==> config.mk <==
export PLATFORM = sky130hd
export DESIGN_NAME = best_effect_selector
export DESIGN_NICKNAME = d
export VERILOG_FILES = /design/src/rtl/best_effect_selector.sv
export SDC_FILE = /design/constraint.sdc
export NUM_CORES = 1
export LEC_CHECK = 0
export CORE_ASPECT_RATIO = 0.6
export CORE_MARGIN = 1.5
export CORE_UTILIZATION = 60
export CTS_CLUSTER_DIAMETER = 200
export DETAILED_ROUTE_END_ITERATION = 10
export PLACE_DENSITY = 0.95
export SETUP_SLACK_MARGIN = 0.15
export SKIP_CTS_REPAIR_TIMING = 1
export SYNTH_ARGS = -nofsm -noshare
export SYNTH_HDL_FRONTEND = slang
export SYNTH_SLANG_ARGS = --single-unit
==> constraint.sdc <==
create_clock -name i_clock -period 9.3 [get_ports i_clock]
set_input_delay 1.86 -clock i_clock [delete_from_list [all_inputs] [get_ports i_clock]]
set_output_delay 1.86 -clock i_clock [all_outputs]
set_load 0.01 [all_outputs]
==> src/rtl/best_effect_selector.sv <==
// -----------------------------------------------------------------------------
// best_effect_selector
//
// Watches the one-hot step-enable bus from the pulse sequencer and counts error
// events for each enabled step. When the bus returns to zero, the counters are
// scanned one step per valid cycle, and the step with the fewest errors is
// reported together with its count.
//
// Build option:
//   BEST_EFFECT_SELECTOR_MAX_EN  defined   -> pick the largest count
//                                undefined -> pick the smallest count (default)
//
// Ports:
//   i_clock        single clock
//   i_reset        asynchronous, active-high reset
//   i_pulse_bus    one-hot step enable; all-zero means no step active
//   i_error        error event for the current cycle
//   i_valid        clock enable for all state and counter updates
//   o_best_sel     index of the winning step
//   o_best_count   error count of the winning step
//   o_partial      the last sweep did not visit every step
//   o_onehot_err   sticky: a multi-hot bus was seen during the current/last sweep
//   o_done         one-clock pulse: a new result is valid
//   o_busy         high while collecting or evaluating
//   o_step_counts  live counters, step k at [k*NB_COUNT +: NB_COUNT]
// -----------------------------------------------------------------------------
module best_effect_selector #(
  parameter int N_STEPS      = 5,
  parameter int LOG2_N_STEPS = 3,
  parameter int NB_COUNT     = 8
) (
  input  logic                         i_clock,
  input  logic                         i_reset,
  input  logic [N_STEPS-1:0]           i_pulse_bus,
  input  logic                         i_error,
  input  logic                         i_valid,
  output logic [LOG2_N_STEPS-1:0]      o_best_sel,
  output logic [NB_COUNT-1:0]          o_best_count,
  output logic                         o_partial,
  output logic                         o_onehot_err,
  output logic                         o_done,
  output logic                         o_busy,
  output logic [N_STEPS*NB_COUNT-1:0]  o_step_counts
);

  // state      | meaning
  // ST_IDLE    | waiting for a rising edge of bus activity
  // ST_COLLECT | counting errors for the enabled step
  // ST_EVAL    | scanning the counters, one step per valid cycle
  typedef enum logic [1:0] {
    ST_IDLE    = 2'd0,
    ST_COLLECT = 2'd1,
    ST_EVAL    = 2'd2
  } state_t;

  localparam logic [LOG2_N_STEPS-1:0] LAST_STEP = LOG2_N_STEPS'(N_STEPS - 1);

  state_t                    state_q, state_d;
  logic [NB_COUNT-1:0]       cnt_q [N_STEPS];
  logic [NB_COUNT-1:0]       cnt_d [N_STEPS];
  logic [N_STEPS-1:0]        visited_q, visited_d;
  logic [LOG2_N_STEPS-1:0]   eval_q, eval_d;
  logic                      cand_vld_q, cand_vld_d;
  logic [LOG2_N_STEPS-1:0]   cand_idx_q, cand_idx_d;
  logic [NB_COUNT-1:0]       cand_cnt_q, cand_cnt_d;
  logic                      bus_prev_nz_q, bus_prev_nz_d;
  logic [LOG2_N_STEPS-1:0]   best_sel_q, best_sel_d;
  logic [NB_COUNT-1:0]       best_cnt_q, best_cnt_d;
  logic                      partial_q, partial_d;
  logic                      onehot_err_q, onehot_err_d;
  logic                      done_q, done_d;

  logic bus_nz;
  logic onehot;
  logic collect;
  logic better;

  assign bus_nz = |i_pulse_bus;
  // Clearing the lowest set bit leaves zero only for a single-bit bus.
  assign onehot = bus_nz && ((i_pulse_bus & (i_pulse_bus - 1'b1)) == '0);

`ifdef BEST_EFFECT_SELECTOR_MAX_EN
  assign better = cnt_q[eval_q] > cand_cnt_q;
`else
  assign better = cnt_q[eval_q] < cand_cnt_q;
`endif

  always_comb begin
    state_d       = state_q;
    cnt_d         = cnt_q;
    visited_d     = visited_q;
    eval_d        = eval_q;
    cand_vld_d    = cand_vld_q;
    cand_idx_d    = cand_idx_q;
    cand_cnt_d    = cand_cnt_q;
    bus_prev_nz_d = bus_prev_nz_q;
    best_sel_d    = best_sel_q;
    best_cnt_d    = best_cnt_q;
    partial_d     = partial_q;
    onehot_err_d  = onehot_err_q;
    done_d        = 1'b0;
    collect       = 1'b0;

    if (i_valid) begin
      bus_prev_nz_d = bus_nz;
      case (state_q)
        ST_IDLE: begin
          if (bus_nz && !bus_prev_nz_q) begin
            for (int k = 0; k < N_STEPS; k++) cnt_d[k] = '0;
            visited_d    = '0;
            onehot_err_d = 1'b0;
            collect      = 1'b1;
            state_d      = ST_COLLECT;
          end
        end
        ST_COLLECT: begin
          if (!bus_nz) begin
            state_d    = ST_EVAL;
            eval_d     = '0;
            cand_vld_d = 1'b0;
          end else begin
            collect = 1'b1;
          end
        end
        ST_EVAL: begin
          if (visited_q[eval_q] && (!cand_vld_q || better)) begin
            cand_vld_d = 1'b1;
            cand_idx_d = eval_q;
            cand_cnt_d = cnt_q[eval_q];
          end
          if (eval_q == LAST_STEP) begin
            // The final step's decision is folded straight into the result.
            best_sel_d = cand_idx_d;
            best_cnt_d = cand_cnt_d;
            partial_d  = ~&visited_q;
            done_d     = 1'b1;
            state_d    = ST_IDLE;
          end else begin
            eval_d = eval_q + 1'b1;
          end
        end
        default: state_d = ST_IDLE;
      endcase

      // The start cycle builds on the freshly cleared counters in cnt_d.
      if (collect) begin
        if (onehot) begin
          for (int k = 0; k < N_STEPS; k++) begin
            if (i_pulse_bus[k]) begin
              visited_d[k] = 1'b1;
              if (i_error && (cnt_d[k] != '1)) cnt_d[k] = cnt_d[k] + 1'b1;
            end
          end
        end else begin
          onehot_err_d = 1'b1;
        end
      end
    end
  end

  always_ff @(posedge i_clock or posedge i_reset) begin
    if (i_reset) begin
      state_q       <= ST_IDLE;
      for (int k = 0; k < N_STEPS; k++) cnt_q[k] <= '0;
      visited_q     <= '0;
      eval_q        <= '0;
      cand_vld_q    <= 1'b0;
      cand_idx_q    <= '0;
      cand_cnt_q    <= '0;
      // Treat a bus that is already active at release as "not a new sweep".
      bus_prev_nz_q <= 1'b1;
      best_sel_q    <= '0;
      best_cnt_q    <= '0;
      partial_q     <= 1'b0;
      onehot_err_q  <= 1'b0;
      done_q        <= 1'b0;
    end else begin
      state_q       <= state_d;
      cnt_q         <= cnt_d;
      visited_q     <= visited_d;
      eval_q        <= eval_d;
      cand_vld_q    <= cand_vld_d;
      cand_idx_q    <= cand_idx_d;
      cand_cnt_q    <= cand_cnt_d;
      bus_prev_nz_q <= bus_prev_nz_d;
      best_sel_q    <= best_sel_d;
      best_cnt_q    <= best_cnt_d;
      partial_q     <= partial_d;
      onehot_err_q  <= onehot_err_d;
      done_q        <= done_d;
    end
  end

  always_comb begin
    o_step_counts = '0;
    for (int k = 0; k < N_STEPS; k++) o_step_counts[k*NB_COUNT +: NB_COUNT] = cnt_q[k];
  end

  assign o_best_sel   = best_sel_q;
  assign o_best_count = best_cnt_q;
  assign o_partial    = partial_q;
  assign o_onehot_err = onehot_err_q;
  assign o_done       = done_q;
  assign o_busy       = (state_q != ST_IDLE);

endmodule

# Word level (Yosys, flattened, before mapping)
# Index checks and enable logic that the tools add are counted.
[totals] ramBits=0 in_bits=9 mem_count=0 output_inout_bits=55 wordCells=117 latchBits=0 reg_bits=77 mem_bits_ro=0
[op_classes] n_reduce_logical=23 mux=52 n_div=0 multipliers=0 eq_ne=13 n_shift=0 add_sub_neg=7 bitwise_logic=2 order_cmp=3
[ops] operator="$mux W40" count=5
[ops] operator="$mux W8" count=13
[ops] operator="$add A8 B1 Y8 const B" count=5
[ops] operator="$ne A8 B8 Y1 const B" count=5
[ops] operator="$bmux W8 S3" count=1
[ops] operator="$mux W5" count=4
[ops] operator="$mux W1" count=18
[ops] operator="$reduce_and A4 Y1" count=3
[ops] operator="$ne A2 B2 Y1 const B" count=5
[ops] operator="$mux W3" count=3
[ops] operator="$logic_and A1 B1 Y1" count=8
[ops] operator="$lt A8 B8 Y1" count=1
[ops] operator="$mux W2" count=3
[ops] operator="$pmux W2 S3" count=1
[ops] operator="$pmux W3 S2" count=1
[ops] operator="$and A5 B5 Y5" count=1
[ops] operator="$logic_not A5 Y1" count=1
[ops] operator="$reduce_and A5 Y1" count=1
[ops] operator="$reduce_or A5 Y1" count=1
[ops] operator="$sub A5 B1 Y5 const B" count=1
[ops] operator="$ge A4 B4 Y1 const B" count=1
[ops] operator="$lt A3 B4 Y1 const B" count=1
[ops] operator="$not A3 Y4" count=1
[ops] operator="$pmux W1 S2" count=2
[ops] operator="11 further kinds" count=14

# Depth between registers and ports, before layout
# Gate-level depths: netlist of the first run.
[logic_depth] word_depth=11 depth_mapped=14

# Worst setup path before layout of the first run
# Ideal clock, no wire load.
[synth_timing] path_type="input to register" startpoint="input port i_pulse_bus[0]" endpoint="register cnt_q, in the netlist o_step_counts[17]" setup_slack_ns=4.941 arrival_ns=4.238 setup_time_ns=0.122 n_path_buf=4 cell_stages=13 t_required_ns=9.178 path_cell_list="buf_6 or3_4 o21ai_2 buf_2 clkbuf_1 and2_1 ha_1 nand4_1 o311ai_0 a21oi_1 and2_1 clkbuf_1 a32o_1"
[synth_via] elab_chain_cells=11 elab_cells_between_ends=20 classes_between="add/sub (2); eq/ne (1); mux (11); bitwise (1); reduce/logical (5)"
[synth_lines] element="start, declared" line="34" text="input logic [N_STEPS-1:0] i_pulse_bus,"
[synth_lines] element="branches (longest 10 deep; another with $add A8 B1 Y8)"
[synth_lines] element="$mux W40 *" line="146" text="if (collect) begin"
[synth_lines] element="end signal, assigned" line="179" text="cnt_q <= cnt_d;"
[synth_lines] element="end, declared" line="59" text="logic [NB_COUNT-1:0] cnt_q [N_STEPS];"
# Every way passes the cells marked *. The select of a mux whose other input is x is not followed.
# A chain may end at the register's enable or synchronous reset.

# Worst setup path in the final report of the first run
[layout_timing] startpoint="input port i_pulse_bus[0]" endpoint="register cnt_q, in the netlist o_step_counts[28]"
# Same word-level chain as after synthesis.

==> results by stage, run 1 <==
Synthesis:
- The number of nets in the synthesized netlist is 510.
- For this run, asynchronously set or reset flops after synthesis account for 100%.
- The proportion of synthesized area in mux cells is 8.08%.
- After Yosys synthesis, and, or, nand and nor cells account for 21.4% of the synthesized area.
- The top cell type by area accounts for 41.4% of the synthesized area.
- The number of different library cells in the post-synthesis netlist is 68.
- Of the total synthesized cell area, the portion taken by full adders, half adders and majority gates is 3.54%.
- Of all cell types, the one taking the most synthesized area is dfrtp_1.
- Averaged over all synthesized cells, the footprint is 9.42 sq um.
- For this run, the register share of the synthesized area comes to 41.9%.
- The number of enable flip-flop cells after synthesis is 0.
- The compound-cell area share of the yosys netlist is 15.6%.
- The mapped netlist covers 4600 sq um.
- The most used flip-flop cell after synthesis is dfrtp_1.
- In the synthesized netlist, the number of instances is 488.
- Summing the areas of all xor and xnor instances in the mapped netlist gives 4.57% of the synthesized area.
- Yosys printed 0 warnings.
- Ranked by total cell area, the synthesized netlist is headed by dfrtp_1 (41%), nand2_1 (6.7%), ha_1 (3.5%).
- The register bit count reported by yosys is 77.
- By area, the combinational part of the netlist is dominated by simple AND/OR/NAND/NOR gates.

Finish:
- Compared with the post-synthesis result, the final layout area differs by 22.5%.
- The count of fill cells added during filler insertion is 469.
- The final layout contains 561 nets.
- Cells with a size suffix above 1 make up 8.27% of the layout.
- The final design area excluding fillers is 5630 sq um.

Outcome:
- The run finished with clean final reports.

Global route:
- The wire length of the first global-routing pass is 22.3 mm.
- Summed over all layers, the global routing overflow is 0.
- The via count of the first global-routing pass is 4302.
- Entering global routing, the biggest net connects 78 pins.
- The initial antenna violation count is 1.
- Global routing used 36.1% of the available tracks across all layers.

Placed design:
- The number of buffer cells added on primary ports is 63.
- The last weighted congestion value of the routability-driven placer is 0.984.
- The area after detailed placement is 5240 sq um.
- The wire-length estimate of the detail-placed layout is 9.42 mm.

Routing:
- The detail-routed net length per standard cell is 21.5 microns.
- The via count normalized by instance count is 6.75.
- The final route contains 4382 vias.
- The total wire length is 14.0 mm.
- The remaining design rule violation count is 0.
- The violation count after the first detailed-route iteration is 534.
- In this run the remaining antenna-violating nets after routing total 0.
- The iteration count of the initial detailed-routing pass is 5.

Clock tree:
- Counting the buffers created by CTS gives 9.
- The later pin in the worst-skew pair is clocked with a latency of 0.34 ns.
- The H-tree was split into 3 levels.
- The library cell used as clock root buffer is clkbuf_16.
- After clock tree synthesis, the clock-pin slew on the worst setup and hold paths is 0.06 ns.
- The TritonCTS clock tree is built.
- The number of clock sinks is 77.
- The buffer levels on the longest clock path is 2.

Critical path:
- The element type at the critical path end is a flop.
- The largest delay contributor family on the critical path is simple AND/OR/NAND/NOR gates.
- The worst-path maximum fanout is 23.
- The worst stage delay on the critical path is 0.76 ns.
- The critical path class is in -> reg.
- The data arrival at the endpoint of the critical path is 5.52 ns.
- The critical path startpoint category is a primary input.
- At the worst endpoint, the required time is 9.52 ns.
- The combined buffer and inverter count along the critical path is 1.
- Among all stages on the critical path, the largest delay is contributed by o21ai_2.
- Walking the worst path, the cells encountered are clkdlybuf4s50_1, or3_4, o21ai_2, and2_1, ha_1, nand3_1, nor3_1, o21ai_0, and4b_1, and3_1, a311o_1.

Power and ir drop:
- The cell area power density is 170 nW/um^2.
- The analysis attributes to cell leakage a power of 2.40 nW.
- The worst ir drop on vdd is 0.0000952 V.

STA:
- The headroom to the max-slew limit is 34.6%.
- The number of endpoints with negative hold slack in the final report is 0.
- The shortest period the worst path allows is 5.30 ns.
- Static timing analysis puts the maximum clock frequency at 189 MHz.
- The final number of setup-violating endpoints is 0.
- The actual transition at the worst max-transition pin is 0.981 ns.
- The number of max-slew violations in the final report is 0.
- Across the routed clock network, the largest skew measured is 0.00529 ns.
- Setup repair after global routing left no endpoint under its margin.
- The final critical path takes up 56.9% of the cycle.
- The aggregate negative setup slack is 0 ns.

Floorplan:
- The area of the die is 8210 sq um.
- The core region is 7330 sq um.
- The vertical die dimension is 70.8 microns.
- The initial utilization of the core area, before any placement, comes to 62.7%.
- After floorplanning, the core was divided into 24 placement rows.
- The die span in x is 116 microns.
- Pin placement for this block handled 64 I/O pins.

Hold path:
- The worst hold path belongs to the class reg -> reg.

Job:
- The number of violations of the max-capacitance limit is 0.
-- layout make-up --
| type | count | area (sq um) | area share (%) |
|---|---|---|---|
| inverters | 25 | 93.8 | 1.67 |
| well taps | 104 | 130 | 2.31 |
| clock buffers | 10 | 229 | 4.06 |
| clock inverters | 6 | 159 | 2.82 |
| repair buffers | 65 | 646 | 11.5 |
| diodes | 1 | 2.50 | 0.0444 |
| multi-input cells | 361 | 2440 | 43.4 |
| flip-flops and latches | 77 | 1930 | 34.2 |
-- Yosys cell counts, types with 8 or more instances --
cell,n
and3_1,8
o21ai_0,22
buf_2,11
mux2_1,11
clkbuf_1,9
nand4_1,13
nand3_1,14
a21oi_1,18
and2_1,10
o31ai_1,8
xor2_1,16
xnor2_1,8
nor2_1,22
dfrtp_1,76
mux2i_1,9
ha_1,13
inv_1,24
nand2_1,82
-- power breakdown --
group	internal (mW)	leakage, nW	switching, mW	total [mW]
combinational	0.0523	1.16	0.0655	0.118
clock	0.317	0.187	0.142	0.459
sequential	0.353	1.05	0.0286	0.381
total	0.722	2.40	0.236	0.958
-- state kept, by name, indices dropped and copies added, names as in the netlist, 2 cells and up --
register / flops
o_step_counts: 40
o_best_sel: 3
state_q: 2
visited_q: 5
cand_idx_q: 3
eval_q: 3
cand_cnt_q: 8
o_best_count: 8
-- per-stage QoR --
step | cells | setup WS (ns) | power (mW) | hold WS [ns] | utilization, %
floorplan | 488 | 4.94 | 0.450 | 0.449 | -
global placement | 632 | 4.02 | 0.493 | 0.466 | 71.6
detailed placement | 632 | 3.82 | 0.499 | 0.473 | 71.6
CTS | 648 | 4.12 | 0.953 | 0.488 | 76.8
global route | 649 | 3.89 | 0.981 | 0.516 | 76.9
finish | 649 | 4.00 | 0.958 | 0.486 | 76.9
-- layer usage --
layer	vias up	wire length, microns	global-route usage (%)
met5	-	0	0
met4	0	588	19.0
met3	71	1750	9.94
met2	384	6080	51.2
met1	2077	5560	50.8
li1	1850	-	-
-- layout by cell type (no fill, tap or decap), drive strengths merged, types with 3 or more instances in the layout --
master / count
xnor2: 8
a21boi: 3
clkdlybuf4s50: 63
and2: 12
and3: 8
ha: 13
clkbuf: 10
and4: 4
nand4: 13
dfrtp: 76
o31ai: 8
o21a: 3
xor2: 16
inv: 25
nor4: 5
a22o: 5
a32o: 3
mux2: 13
mux2i: 9
nor2b: 7
nor3b: 3
nor2: 22
mux4: 6
a31oi: 6
nor3: 9
o211ai: 3
o21ai: 31
nand2: 83
nand3: 14
bufinv: 5
or2: 3
o22ai: 7
a21oi: 19
-- worst min-delay path, cell delays in order, from the launching register on --
cell     delay (ns)
dfrtp_1        0.34
nand2_1        0.04
o21ai_0        0.06
-- cell families (layout without fill, tap and decap cells) --
| group | after synthesis | after routing |
|---|---|---|
| xor+xnor | 24 | 24 |
| simple gates | 191 | 191 |
| buf+inv | 50 | 106 |
| compound gates | 105 | 105 |
| other cells | 0 | 1 |
| fa+ha+maj | 13 | 13 |
| flops | 77 | 77 |
| mux | 28 | 28 |
-- path summary, 6_finish.rpt --
| path | startpoint | to | slack [ns] | cells past startpoint |
|---|---|---|---|---|
| max | i_pulse_bus[0] | o_step_counts[28] | 4.00 | 11 |
| min | o_best_count[6] | o_best_count[6] | 0.49 | 2 |
| max reg2reg | eval_q[0] | cand_idx_q[2] | 4.88 | 10 |
| min reg2reg | o_best_count[6] | o_best_count[6] | 0.49 | 2 |
| max in group asynchronous | i_reset | o_step_counts[18] | 6.53 | 3 |
| min in group asynchronous | i_reset | o_best_count[4] | 2.14 | 3 |
(Power assumes the default switching activity.)
==> run 2: changes to the inputs <==
--- a/config.mk
+++ b/config.mk
@@ -7,10 +7,10 @@
 export LEC_CHECK = 0
 export CORE_ASPECT_RATIO = 0.6
 export CORE_MARGIN = 1.5
-export CORE_UTILIZATION = 60
+export CORE_UTILIZATION = 55
 export CTS_CLUSTER_DIAMETER = 200
 export DETAILED_ROUTE_END_ITERATION = 10
-export PLACE_DENSITY = 0.95
+export PLACE_DENSITY = 0.9
 export SETUP_SLACK_MARGIN = 0.15
 export SKIP_CTS_REPAIR_TIMING = 1
 export SYNTH_ARGS = -nofsm -noshare
==> constraint.sdc (replaced) <==
create_clock -name i_clock -period 4.9 [get_ports i_clock]
set_input_delay 0.98 -clock i_clock [delete_from_list [all_inputs] [get_ports i_clock]]
set_output_delay 0.98 -clock i_clock [all_outputs]
set_load 0.01 [all_outputs]
==> run 2 against run 1 <==
Net effect:
- largest cell class unchanged
- routed wire length is 7.8% lower
- register-to-register slack worse by 4.0 ns
- critical path type unchanged
- non-clock buffer count is 4 higher
==> results by stage, run 2 (synthesis results as in run 1) <==
Floorplan:
- The top-level port count is 64.
- The initial cell density of the core is 57.6%.
- The die is 73.8 microns tall.
- The number of placement rows is 25.
- The total area inside the core boundary comes to 7980 sq um.
- The die covers 8930 sq um.
- The die span in x is 121 microns.

STA:
- Setup repair after global routing left no endpoint under its margin.
- The actual transition at the worst max-transition pin is 0.747 ns.
- In this run the tightest slew margin relative to its limit is 50.2%.
- The share of the clock period used by the worst path is 87.0%.
- The number of endpoints with negative hold slack in the final report is 0.
- The number of max-slew violations in the final report is 0.
- The worst setup skew after layout is 0.00660 ns.
- After routing, the total negative slack on setup checks comes to 0 ns.
- Setup violations remaining at the end of the flow were counted as 0.
- The shortest period the worst path allows is 4.26 ns.
- The maximum clock frequency is 235 MHz.

Global route:
- The wire length of the first global-routing pass is 20.8 mm.
- Global routing finished with a remaining overflow of 0.
- The initial antenna violation count was 0.
- The aggregate global-route resource usage is 31.3%.
- The via count of the first global-routing pass is 3986.
- The pin count of the biggest net entering global routing is 59.

Finish:
- The final core utilization is 69.8%.
- The layout-stage area growth over the synthesis result is 21.1%.
- The layout cell share with drive strength beyond 1 is 8.79%.
- The library cells used most frequently in the layout, excluding fill and tap cells, are nand2_1 (82), dfrtp_1 (76), clkdlybuf4s50_1 (63), inv_1 (23).
- Leaving out fill and tap cells, the most frequent cell in the layout is nand2_1.
- The final design area excluding fillers is 5570 sq um.
- Excluding fillers, the count of instances in the completed layout stands at 654.
- For this run, the post-layout net count is 565.
- The register with the most flip-flops in the layout has 40 of them.
- The number of diodes is 0.

Placed design:
- The cell count after placement is 640.
- The area after detailed placement is 5280 sq um.
- The congestion estimate from routability-driven global placement came to 0.971.
- During placement, the flow inserted port buffers numbering 63.
- The detailed-placement wirelength estimate is 9.35 mm.

Routing:
- The violation count after the first detailed-route iteration is 460.
- After detailed routing, the total wire length is 12.9 mm.
- The detail-routed net length per standard cell is 19.7 microns.
- The remaining design rule violation count is 0.
- Across all layers, the routed design uses 4134 vias.
- In the routed layout, each cell is associated on average with a via count of 6.32.
- The iteration count of the initial detailed-routing pass is 6.
- The number of nets still failing antenna checks after routing is 0.

Critical path:
- STA classifies the critical path endpoint as a flop.
- The source of the critical timing path is i_pulse_bus[0].
- Walking the worst path, the cells encountered are clkdlybuf4s50_1, or3_4, o21ai_2, and2_1, ha_1, nand3_1, nor3_1, o21ai_0, and4b_1, and3_1, a311o_1.
- The critical path class is in -> reg.
- In this run the critical register-to-register path is launched from eval_q[1].
- STA classifies the critical path startpoint as a primary input.
- In this design, the stage delay of the slowest critical-path cell is 0.58 ns.
- The worst register-to-register path has a setup slack of 0.88 ns.
- Data arrives at the worst endpoint at 4.49 ns.
- On the critical path, the stage with the largest delay is an instance of clkdlybuf4s50_1.
- The required time of the worst setup path is 5.13 ns.
- The worst-path maximum fanout is 14.

Clock tree:
- For this design, the sink count on the clock tree is 77.
- The source-to-sink clock delay at the later pin of the worst-skew pair is 0.35 ns.
- The register clock-pin slew on the reported worst setup and hold paths is 0.06 ns.
- The buffer levels on the longest clock path is 2.
- The library cell used as clock root buffer is clkbuf_16.
- The total clock buffers created by CTS is 9.
- The count of H-tree levels built during CTS is 3.
- TritonCTS built the clock tree.

Outcome:
- The flow ran to the end, and the final reports show no timing, DRC or antenna violations.

Power and ir drop:
- The cell area power density is 288 nW/um^2.
- For this design the static power due to leakage is 2.37 nW.
- Across the VDD grid, the largest voltage drop is 0.000207 V.
- Overall power consumption after layout is estimated at 1.60 mW.

Hold path:
- The class of the worst hold path is reg -> reg.
- The start point of the worst min-delay path is o_best_count[5].

Job:
- The tool flagged a number of max-cap violations equal to 0.
-- run 2: changes by cell type in the layout (fill, tap and decap cells not counted) --
cell        previous run  this run
bufinv_16              5         1
clkinvlp_4             0         2
clkinv_2               0         1
clkbuf_8               0         1
clkinv_4               1         0
buf_4                  2         6
diode_2                1         0
clkbuf_1               1         0
-- run 2: worst paths after layout --
| kind | endpoint | depth (start not counted) |
|---|---|---|
| setup / recovery | o_step_counts[28] | 11 |
| hold / removal | o_best_count[5] | 2 |
| setup reg to reg | cand_idx_q[1] | 10 |
| hold reg to reg | o_best_count[5] | 2 |
| max in group asynchronous | o_step_counts[34] | 3 |
| min in group asynchronous | visited_q[3] | 2 |
-- run 2: worst max-delay path, delay by kind of cell --
family / cells / cell delay, ns
fa+ha+maj: 1 / 0.23
buf+inv: 1 / 0.58
simple gates: 6 / 1.69
compound gates: 3 / 0.99
-- run 2: layout make-up --
| cell class | count | area, sq um |
|---|---|---|
| Clock buffer | 10 | 239 |
| Tap cell | 108 | 135 |
| Sequential cell | 77 | 1930 |
| Inverter | 25 | 93.8 |
| Multi-Input combinational cell | 361 | 2440 |
| Clock inverter | 4 | 50.0 |
| Timing Repair Buffer | 69 | 676 |
| Fill cell | 584 | 2410 |
-- run 2: layer usage --
metal	up-vias	wire length [microns]	GRT usage, %
li1	1856	-	-
met4	0	268	9.80
met3	39	1830	13.7
met2	276	5290	44.2
met1	1963	5510	43.6
met5	-	0	0
-- run 2: power breakdown --
part / total, mW / switching, mW / leakage [nW] / internal, mW
Sequential: 0.722 / 0.0513 / 1.05 / 0.670
Combinational: 0.224 / 0.125 / 1.18 / 0.0998
Clock: 0.655 / 0.255 / 0.136 / 0.401
-- run 2: through the flow --
step,setup WS (ns),hold slack [ns]
4_1_cts,0.802,0.489
3_3_place_gp,0.745,0.469
6_report,0.638,0.482
2_1_floorplan,1.42,0.449
5_1_grt,0.648,0.531
3_5_place_dp,0.514,0.476
==> run 3: changes to the inputs <==
--- a/config.mk
+++ b/config.mk
@@ -5,6 +5,7 @@
 export SDC_FILE = /design/constraint.sdc
 export NUM_CORES = 1
 export LEC_CHECK = 0
+export CAP_MARGIN = 20
 export CORE_ASPECT_RATIO = 0.6
 export CORE_MARGIN = 1.5
 export CORE_UTILIZATION = 55
==> results of run 3 <==
No change in the layout: final DEF, timing and power equal those of run 2.
